--- src/rtl/multicycle_main_fsm_pkg.sv ---
// State encoding and control-word constants for the multicycle main FSM.
// Optional macro MULTICYCLE_MEM_WAIT_EN is consumed by the top module.
package arm_mc_pkg;

    typedef enum logic [3:0] {
        FETCH    = 4'd0,
        DECODE   = 4'd1,
        MEMADR   = 4'd2,
        MEMREAD  = 4'd3,
        MEMWB    = 4'd4,
        MEMWRITE = 4'd5,
        EXECR    = 4'd6,
        EXECI    = 4'd7,
        ALUWB    = 4'd8,
        BRANCH   = 4'd9
    } state_t;

    localparam logic [1:0] OP_DP  = 2'b00;
    localparam logic [1:0] OP_MEM = 2'b01;
    localparam logic [1:0] OP_BR  = 2'b10;

    localparam logic [1:0] SRCA_RD1 = 2'b00;
    localparam logic [1:0] SRCA_PC  = 2'b01;

    localparam logic [1:0] SRCB_RD2  = 2'b00;
    localparam logic [1:0] SRCB_IMM  = 2'b01;
    localparam logic [1:0] SRCB_FOUR = 2'b10;

    localparam logic [1:0] RES_ALUOUT = 2'b00;
    localparam logic [1:0] RES_DATA   = 2'b01;
    localparam logic [1:0] RES_ALU    = 2'b10;

    typedef struct packed {
        logic       irwrite;
        logic       nextpc;
        logic       adrsrc;
        logic [1:0] alusrca;
        logic [1:0] alusrcb;
        logic       aluop;
        logic [1:0] resultsrc;
        logic       regw;
        logic       memw;
        logic       branch;
        logic       instr_done;
    } ctrl_t;

endpackage

--- src/rtl/multicycle_main_fsm_if.sv ---
// Instruction-field inputs and datapath control outputs of the main FSM.
// master = FSM side, slave = datapath side.
interface multicycle_main_fsm_if;

    logic [1:0] Op;
    logic [5:0] Funct;
    logic       mem_ready;
    logic       IRWrite;
    logic       NextPC;
    logic       AdrSrc;
    logic [1:0] ALUSrcA;
    logic [1:0] ALUSrcB;
    logic       ALUOp;
    logic [1:0] ResultSrc;
    logic       RegW;
    logic       MemW;
    logic       Branch;
    logic       instr_done;

    modport master (
        input  Op, Funct, mem_ready,
        output IRWrite, NextPC, AdrSrc, ALUSrcA, ALUSrcB, ALUOp,
        output ResultSrc, RegW, MemW, Branch, instr_done
    );

    modport slave (
        output Op, Funct, mem_ready,
        input  IRWrite, NextPC, AdrSrc, ALUSrcA, ALUSrcB, ALUOp,
        input  ResultSrc, RegW, MemW, Branch, instr_done
    );

endinterface

--- src/rtl/multicycle_main_fsm_mc_output_decode.sv ---
// Pure combinational state -> control-word mapping for the main FSM.
// During reset the FETCH selects are shown with every strobe cleared.
module mc_output_decode
    import arm_mc_pkg::*;
(
    input  logic       rst_i,
    input  state_t     state_i,
    input  logic       rdy_i,
    input  logic [1:0] op_i,
    output ctrl_t      ctrl_o
);

    state_t st;
    ctrl_t  c;

    always_comb begin
        c  = '0;
        st = rst_i ? FETCH : state_i;
        unique case (st)
            FETCH: begin
                c.alusrca   = SRCA_PC;
                c.alusrcb   = SRCB_FOUR;
                c.resultsrc = RES_ALU;
                c.irwrite   = rdy_i;
                c.nextpc    = rdy_i;
            end
            DECODE: begin
                c.alusrca    = SRCA_PC;
                c.alusrcb    = SRCB_FOUR;
                c.resultsrc  = RES_ALU;
                c.instr_done = (op_i == 2'b11);
            end
            MEMADR: c.alusrcb = SRCB_IMM;
            MEMREAD: c.adrsrc = 1'b1;
            MEMWB: begin
                c.resultsrc  = RES_DATA;
                c.regw       = 1'b1;
                c.instr_done = 1'b1;
            end
            MEMWRITE: begin
                c.adrsrc     = 1'b1;
                c.memw       = 1'b1;
                c.instr_done = rdy_i;
            end
            EXECR: begin
                c.alusrcb = SRCB_RD2;
                c.aluop   = 1'b1;
            end
            EXECI: begin
                c.alusrcb = SRCB_IMM;
                c.aluop   = 1'b1;
            end
            ALUWB: begin
                c.resultsrc  = RES_ALUOUT;
                c.regw       = 1'b1;
                c.instr_done = 1'b1;
            end
            BRANCH: begin
                c.alusrcb    = SRCB_IMM;
                c.resultsrc  = RES_ALU;
                c.branch     = 1'b1;
                c.instr_done = 1'b1;
            end
            default: c = '0;
        endcase
        if (rst_i) begin
            c.irwrite    = 1'b0;
            c.nextpc     = 1'b0;
            c.regw       = 1'b0;
            c.memw       = 1'b0;
            c.branch     = 1'b0;
            c.instr_done = 1'b0;
        end
        ctrl_o = c;
    end

endmodule

--- src/rtl/multicycle_main_fsm.sv ---
// Multicycle ARMv4 main sequencing FSM: next-state logic and state register.
// Define MULTICYCLE_MEM_WAIT_EN to stall memory states on mem_ready.
module multicycle_main_fsm
    import arm_mc_pkg::*;
(
    input  logic                  clk,
    input  logic                  rst,
    multicycle_main_fsm_if.master bus
);

    state_t state_q, state_d;
    logic   rdy;
    ctrl_t  ctrl;

`ifdef MULTICYCLE_MEM_WAIT_EN
    assign rdy = bus.mem_ready;
`else
    logic unused_mem_ready;
    assign unused_mem_ready = bus.mem_ready;
    assign rdy = 1'b1;
`endif

    logic unused_funct;
    assign unused_funct = ^bus.Funct[4:1];

    always_ff @(posedge clk) begin
        if (rst) state_q <= FETCH;
        else     state_q <= state_d;
    end

    always_comb begin
        state_d = state_q;
        unique case (state_q)
            FETCH: if (rdy) state_d = DECODE;
            DECODE: begin
                unique case (bus.Op)
                    OP_MEM:  state_d = MEMADR;
                    OP_DP:   state_d = bus.Funct[5] ? EXECI : EXECR;
                    OP_BR:   state_d = BRANCH;
                    default: state_d = FETCH;
                endcase
            end
            MEMADR:   state_d = bus.Funct[0] ? MEMREAD : MEMWRITE;
            MEMREAD:  if (rdy) state_d = MEMWB;
            MEMWRITE: if (rdy) state_d = FETCH;
            EXECR,
            EXECI:    state_d = ALUWB;
            MEMWB,
            ALUWB,
            BRANCH:   state_d = FETCH;
            default:  state_d = FETCH;
        endcase
    end

    mc_output_decode u_dec (
        .rst_i   (rst),
        .state_i (state_q),
        .rdy_i   (rdy),
        .op_i    (bus.Op),
        .ctrl_o  (ctrl)
    );

    assign bus.IRWrite    = ctrl.irwrite;
    assign bus.NextPC     = ctrl.nextpc;
    assign bus.AdrSrc     = ctrl.adrsrc;
    assign bus.ALUSrcA    = ctrl.alusrca;
    assign bus.ALUSrcB    = ctrl.alusrcb;
    assign bus.ALUOp      = ctrl.aluop;
    assign bus.ResultSrc  = ctrl.resultsrc;
    assign bus.RegW       = ctrl.regw;
    assign bus.MemW       = ctrl.memw;
    assign bus.Branch     = ctrl.branch;
    assign bus.instr_done = ctrl.instr_done;

endmodule

--- src/flat_wrapper.sv ---
// flat-port wrapper written by rule: the top's interface ports become plain ports
module multicycle_main_fsm_flat import arm_mc_pkg::*;
  (clk, rst, bus_Op, bus_Funct, bus_mem_ready, bus_IRWrite, bus_NextPC, bus_AdrSrc, bus_ALUSrcA, bus_ALUSrcB, bus_ALUOp, bus_ResultSrc, bus_RegW, bus_MemW, bus_Branch, bus_instr_done);
  multicycle_main_fsm_if bus_i ();
  input  logic clk;
  input  logic rst;
  input wire logic [$bits(bus_i.Op)-1:0] bus_Op;
  input wire logic [$bits(bus_i.Funct)-1:0] bus_Funct;
  input wire logic [$bits(bus_i.mem_ready)-1:0] bus_mem_ready;
  output wire logic [$bits(bus_i.IRWrite)-1:0] bus_IRWrite;
  output wire logic [$bits(bus_i.NextPC)-1:0] bus_NextPC;
  output wire logic [$bits(bus_i.AdrSrc)-1:0] bus_AdrSrc;
  output wire logic [$bits(bus_i.ALUSrcA)-1:0] bus_ALUSrcA;
  output wire logic [$bits(bus_i.ALUSrcB)-1:0] bus_ALUSrcB;
  output wire logic [$bits(bus_i.ALUOp)-1:0] bus_ALUOp;
  output wire logic [$bits(bus_i.ResultSrc)-1:0] bus_ResultSrc;
  output wire logic [$bits(bus_i.RegW)-1:0] bus_RegW;
  output wire logic [$bits(bus_i.MemW)-1:0] bus_MemW;
  output wire logic [$bits(bus_i.Branch)-1:0] bus_Branch;
  output wire logic [$bits(bus_i.instr_done)-1:0] bus_instr_done;
  assign bus_i.Op = bus_Op;
  assign bus_i.Funct = bus_Funct;
  assign bus_i.mem_ready = bus_mem_ready;
  assign bus_IRWrite = bus_i.IRWrite;
  assign bus_NextPC = bus_i.NextPC;
  assign bus_AdrSrc = bus_i.AdrSrc;
  assign bus_ALUSrcA = bus_i.ALUSrcA;
  assign bus_ALUSrcB = bus_i.ALUSrcB;
  assign bus_ALUOp = bus_i.ALUOp;
  assign bus_ResultSrc = bus_i.ResultSrc;
  assign bus_RegW = bus_i.RegW;
  assign bus_MemW = bus_i.MemW;
  assign bus_Branch = bus_i.Branch;
  assign bus_instr_done = bus_i.instr_done;
  multicycle_main_fsm u_core (.clk(clk), .rst(rst), .bus(bus_i));
endmodule
--- config.mk ---
export PLATFORM = sky130hd
export DESIGN_NAME = multicycle_main_fsm_flat
export DESIGN_NICKNAME = d
export VERILOG_FILES = /design/src/rtl/multicycle_main_fsm_pkg.sv /design/src/rtl/multicycle_main_fsm_if.sv /design/src/rtl/multicycle_main_fsm_mc_output_decode.sv /design/src/rtl/multicycle_main_fsm.sv /design/src/flat_wrapper.sv
export SDC_FILE = /design/constraint.sdc
export NUM_CORES = 1
export LEC_CHECK = 0
export ABC_CLOCK_PERIOD_IN_PS = 1390
export CORE_AREA = 4 4 41 43
export CTS_BUF_LIST = sky130_fd_sc_hd__clkbuf_8 sky130_fd_sc_hd__clkbuf_16
export DETAILED_ROUTE_END_ITERATION = 8
export DIE_AREA = 0 0 45 47
export PLACE_DENSITY = 0.73
export SLEW_MARGIN = 10
export SYNTH_ARGS = -nofsm -noshare
export SYNTH_HDL_FRONTEND = slang
export SYNTH_SLANG_ARGS = --single-unit
--- constraint.sdc ---
create_clock -name clk -period 1.39 [get_ports clk]
set_clock_uncertainty 0.05 [all_clocks]
set_input_delay 0.139 -clock clk [delete_from_list [all_inputs] [get_ports clk]]
set_output_delay 0.139 -clock clk [all_outputs]
set_load 0.005 [all_outputs]
Word-level counts from Yosys, hierarchy flattened
Cells that the tools add are included. Widths: inputs -> output; s select.

Input bits: 11. Logic and storage cells: 46. Flip-flop bits (word level): 4.

Reduce and logical (&&, ||, !) cells: 11. Muxes and demuxes: 17. Equality and inequality tests: 17.

Operator list (number): $eq 4x3->1 const B (6); $pmux 4 s5 (1); $eq 4x2->1 const B (4); $pmux 4 s3 (1); $reduce_or 2->1 (5); $eq 4x1->1 const B (2); $eq 4x4->1 const B (2); $logic_not 4->1 (2); $mux 4 (2); $pmux 2 s2 (2); $mux 1 (7); $reduce_or 3->1 (2); $eq 2x2->1 const B (2); $mux 2 (2); $reduce_or 4->1 (1); $mux 3 (1); $eq 2x1->1 const B (1); $logic_not 2->1 (1); $pmux 1 s2 (1).

Longest topological paths before layout
Depth after elaboration: 5. Depth in mapped cells: 4.

Hierarchy
A second synthesis with hierarchy kept.

Cells, all modules: 54. Area total of the unflattened synthesis: 395.4 µm².

Modules (own cells, without submodules): mc_output_decode (area each 221.5 µm², sequential area each 0.0 µm², times used 1, cells an instance 34); multicycle_main_fsm (area each 173.9 µm², sequential area each 80.1 µm², times used 1, cells an instance 20).

Worst setup path before layout
No wires, ideal clock.

Kind: reg-to-output. Start: register u_core.state_q[3]. End: output port bus_NextPC. Slack: 0.086 ns. Arrival time: 1.115 ns. Stages on the path, launching flop included: 5. Cell sequence: dfxtp_1 > buf_6 > or3_4 > nor3_2 > buf_4.

Longest elaborated chain between the ends: 4.

RTL lines: start: declaration (RTL line multicycle_main_fsm.sv:11) `state_t state_q, state_d;`; start signal: assignment (RTL line multicycle_main_fsm.sv:28) `else state_q <= state_d;`; $mux 4 (RTL line multicycle_main_fsm_mc_output_decode.sv:18) `st = rst_i ? FETCH : state_i;`; $logic_not 4->1 (RTL line multicycle_main_fsm_mc_output_decode.sv:19) `unique case (st)`; $mux 2 (RTL line multicycle_main_fsm_mc_output_decode.sv:19); $mux 2 (RTL line multicycle_main_fsm_mc_output_decode.sv:66) `if (rst_i) begin`; end: declaration (RTL line flat_wrapper.sv:11) `output wire logic [$bits(bus_i.NextPC)-1:0] bus_NextPC;`.

Every way passes these cells.

Worst setup path after layout
Start: register u_core.state_q[3]. End: output port bus_instr_done.

Longest elaborated chain between the ends: 5. Elaborated cells between the ends (all ways): 9. Those cells by class: 5 x eq/ne; 3 x mux; 1 x reduce/logical.

RTL lines: $mux 4 * (RTL line multicycle_main_fsm_mc_output_decode.sv:18); $eq 4x4->1 / $eq 4x3->1 (equally long branches) (RTL line multicycle_main_fsm_mc_output_decode.sv:19); $reduce_or 4->1 (no line); $pmux 1 s2 * (RTL line multicycle_main_fsm_mc_output_decode.sv:19); $mux 4 * (RTL line multicycle_main_fsm_mc_output_decode.sv:66); end: declaration (RTL line flat_wrapper.sv:20) `output wire logic [$bits(bus_i.instr_done)-1:0] bus_instr_done;`.

Mark *: on every way between the ends. The rest lies on a longest branch, timed or not.

==> results.cfg <==
[clocking]
cts.sinks = 4
tritoncts = done
cts_root_buffer = clkbuf_8
clock_insertion_delay_worst_skew_ps = 220
cts.clk_slew.worst_paths_ps = 30
cts_max_path_buffers = 2
cts_made_buffers = 3
cts_htree_levels = 1

[finish]
mostFrequentLayoutCells = buf_4, buf_2, buf_6
registers.top_by_ff_count = u_core.state_q
drive_gt1_frac = 0.705
layout.cells.most_common = buf_4
reg_top3 = u_core.state_q: 4 flops
antennaDiodeCount = 0
fin_util = 0.733
post-route-cell-area_um2 = 953
filler_cell_count = 97
largest_register_ff_count = 4
layout.nets = 108
syn2layout_area_growth_pct = 147

[outcome]
violations_in_the_final_reports = setup timing
outcome = complete, but fails checks

[synthesis]
post_synth_and_or_nand_nor_area_fraction = 0.364
yosysWarningCount = 0
synth_sequential_area_ratio = 0.208
post_synth_main_area_contributors = dfxtp_1, buf_4, nor2_1
synthesis.area_um2 = 385
synthMuxAreaShare = 0
synthDominantCellAreaShare = 0.208
syn-num-nets = 61
synth_compound_gate_area_share = 0.192
netlist_instances = 50
synth_fa_ha_area_frac = 0
avgSynthCellArea_um2 = 7.71
synth.distinct_cells = 31
synth_xor_xnor_area_share = 0.0682
synth_top_family_by_area = simple AND/OR/NAND/NOR gates
yosysTopAreaCell = dfxtp_1
yosys_register_bits = 4

[pwr]
pd_cells_nw_per_um2 = 719
static-leakage-power_uw = 0.000435
peakVddDrop_mv = 0.465

[place]
pre_cts_ws_ps = -509
instance_area_after_placement_um2 = 663
gpl.final_weighted_congestion = 0.800
io_buffer_count = 18
post-dp-hpwl_um = 904

[timing]
post-route-worst-setup-slack_ps = -208
fin_crit_sh = 1.15
grt_setup_unrepaired = yes
min_period_ps = 1600
finalHoldViolCount = 0
maxClockFrequency_mhz = 626
hold-worst-slack_ps = 600
setup_viol = 10
final_max_slew_viol_count = 0

[global_routing]
grt_antenna_before_repair = 0
leftover_overflow_at_the_end_of_global_routing = 0
grt_start_max_net_pins = 7
globalRouteTotalUtil = 0.174
via_count_of_the_first_global_routing_pass = 552
grt_first_pass_wirelength_um = 2460

[critical_path]
cp_slowest_cell = dfxtp_2
worstPathArrival_ps = 1410
path_max_fanout = 6
critical_path.max_stage_delay_ps = 320
crit_required_ps = 1200
timing.critical_path.cells = buf_12, buf_12, buf_12, a311oi_4, a2111oi_4, buf_2
worstSetupEndpointType = primary output
criticalPathCategory = register to primary output
critPathLaunchType = register
worst_path_most_repeated_cell = buf_12

[die]
row_count = 13
chipHeight_um = 47
top_level_ports = 25
design.core.area_um2 = 1300
die_w_um = 45
effective_utilization_at_floorplan = 0.296
die_area_um2 = 2120

[detailed_routing]
drt-met1-wl_um = 636
final_antenna_net_count = 0
highest_layer = met4
dr_wl_met2_um = 1060
met3_length_um = 110
detailroute.via_count = 575
detailedRoute.firstIterationViolations = 7
totalWireLength_um = 1880
detailedRoute.firstPassIterationCount = 5
routedWlPerCell_um = 17.1
post-route-drc-count = 0
vias_per_cell = 5.23

[worst_hold_path]
hp-class = input pin to register

[run]
drv.max_cap_violation_count = 0
[cell type report]
type,count,area [µm²],area share
clock buffer,3,41.3,0.0433
sequential,4,92.6,0.0971
timing repair buffer,49,428,0.449
tap,15,18.8,0.0197
multi-input combinational,37,365,0.383
inverter,2,7.51,0.00787
[power by group]
group | switching (µW) | total, µW | leakage (µW) | internal, µW
combinational | 125 | 293 | 0.000378 | 168
clock | 70.8 | 256 | 0.0000216 | 186
sequential | 13.3 | 136 | 0.0000353 | 123
[per-stage QoR]
stage | std cells | total power, µW | TNS (ps)
after floorplan | 50 | 221 | 0
after global placement | 92 | 316 | -4430
after detailed placement | 92 | 321 | -4610
after CTS | 105 | 621 | -1420
after global routing | 110 | 717 | -1900
final | 110 | 686 | -1450
[synthesized netlist by cell type, drive strengths merged]
| cell | count |
|---|---|
| a2111oi | 1 |
| a21o | 1 |
| a21oi | 3 |
| a311oi | 1 |
| and2b | 1 |
| and3 | 2 |
| buf | 7 |
| conb | 1 |
| dfxtp | 4 |
| inv | 2 |
| nand2 | 2 |
| nand2b | 2 |
| nand3 | 1 |
| nand3b | 1 |
| nor2 | 6 |
| nor3 | 3 |
| nor3b | 1 |
| nor4 | 1 |
| o21ai | 1 |
| o22ai | 1 |
| o41ai | 1 |
| or2 | 2 |
| or2b | 1 |
| or3 | 1 |
| xnor2 | 1 |
| xor2 | 2 |
[cell families after synthesis]
kind of cell | count (synthesis)
and+or+nand+nor | 24
xor gates and xnor gates | 3
buffers and inverters | 9
other | 1
AOI/OAI and AO/OA | 9
DFF | 4
[per-layer routing]
| metal | up-vias | track usage |
|---|---|---|
| met4 | 0 | 0.146 |
| met5 | - | 0 |
| met1 | 278 | 0.145 |
| met2 | 28 | 0.342 |
| li1 | 261 | - |
| met3 | 8 | 0.0383 |
[critical path: cells and delay by family, from the launching register on]
family | cells | cell delay, ps
AOI/OAI and AO/OA | 2 | 360
DFF | 1 | 320
buffers and inverters | 4 | 490
[what timing repair did]
item | 4_1_cts | 5_1_grt
hold buffers | 0 | 0
buffers inserted | 10 | 5
pin swaps | 7 | 7
setup endpoints to repair | 13 | 12
resized for setup | 65 | 17
[final timing paths]
path | start | endpoint | slack, ps | depth (start not counted)
worst min-delay path | rst | u_core.state_q[3] | 600 | 5
worst max register to register | u_core.state_q[2] | u_core.state_q[1] | 30 | 5
worst min register to register | u_core.state_q[0] | u_core.state_q[0] | 640 | 3
worst max-delay path | u_core.state_q[3] | bus_instr_done | -210 | 6
Power figures use the tool's default switching activity.
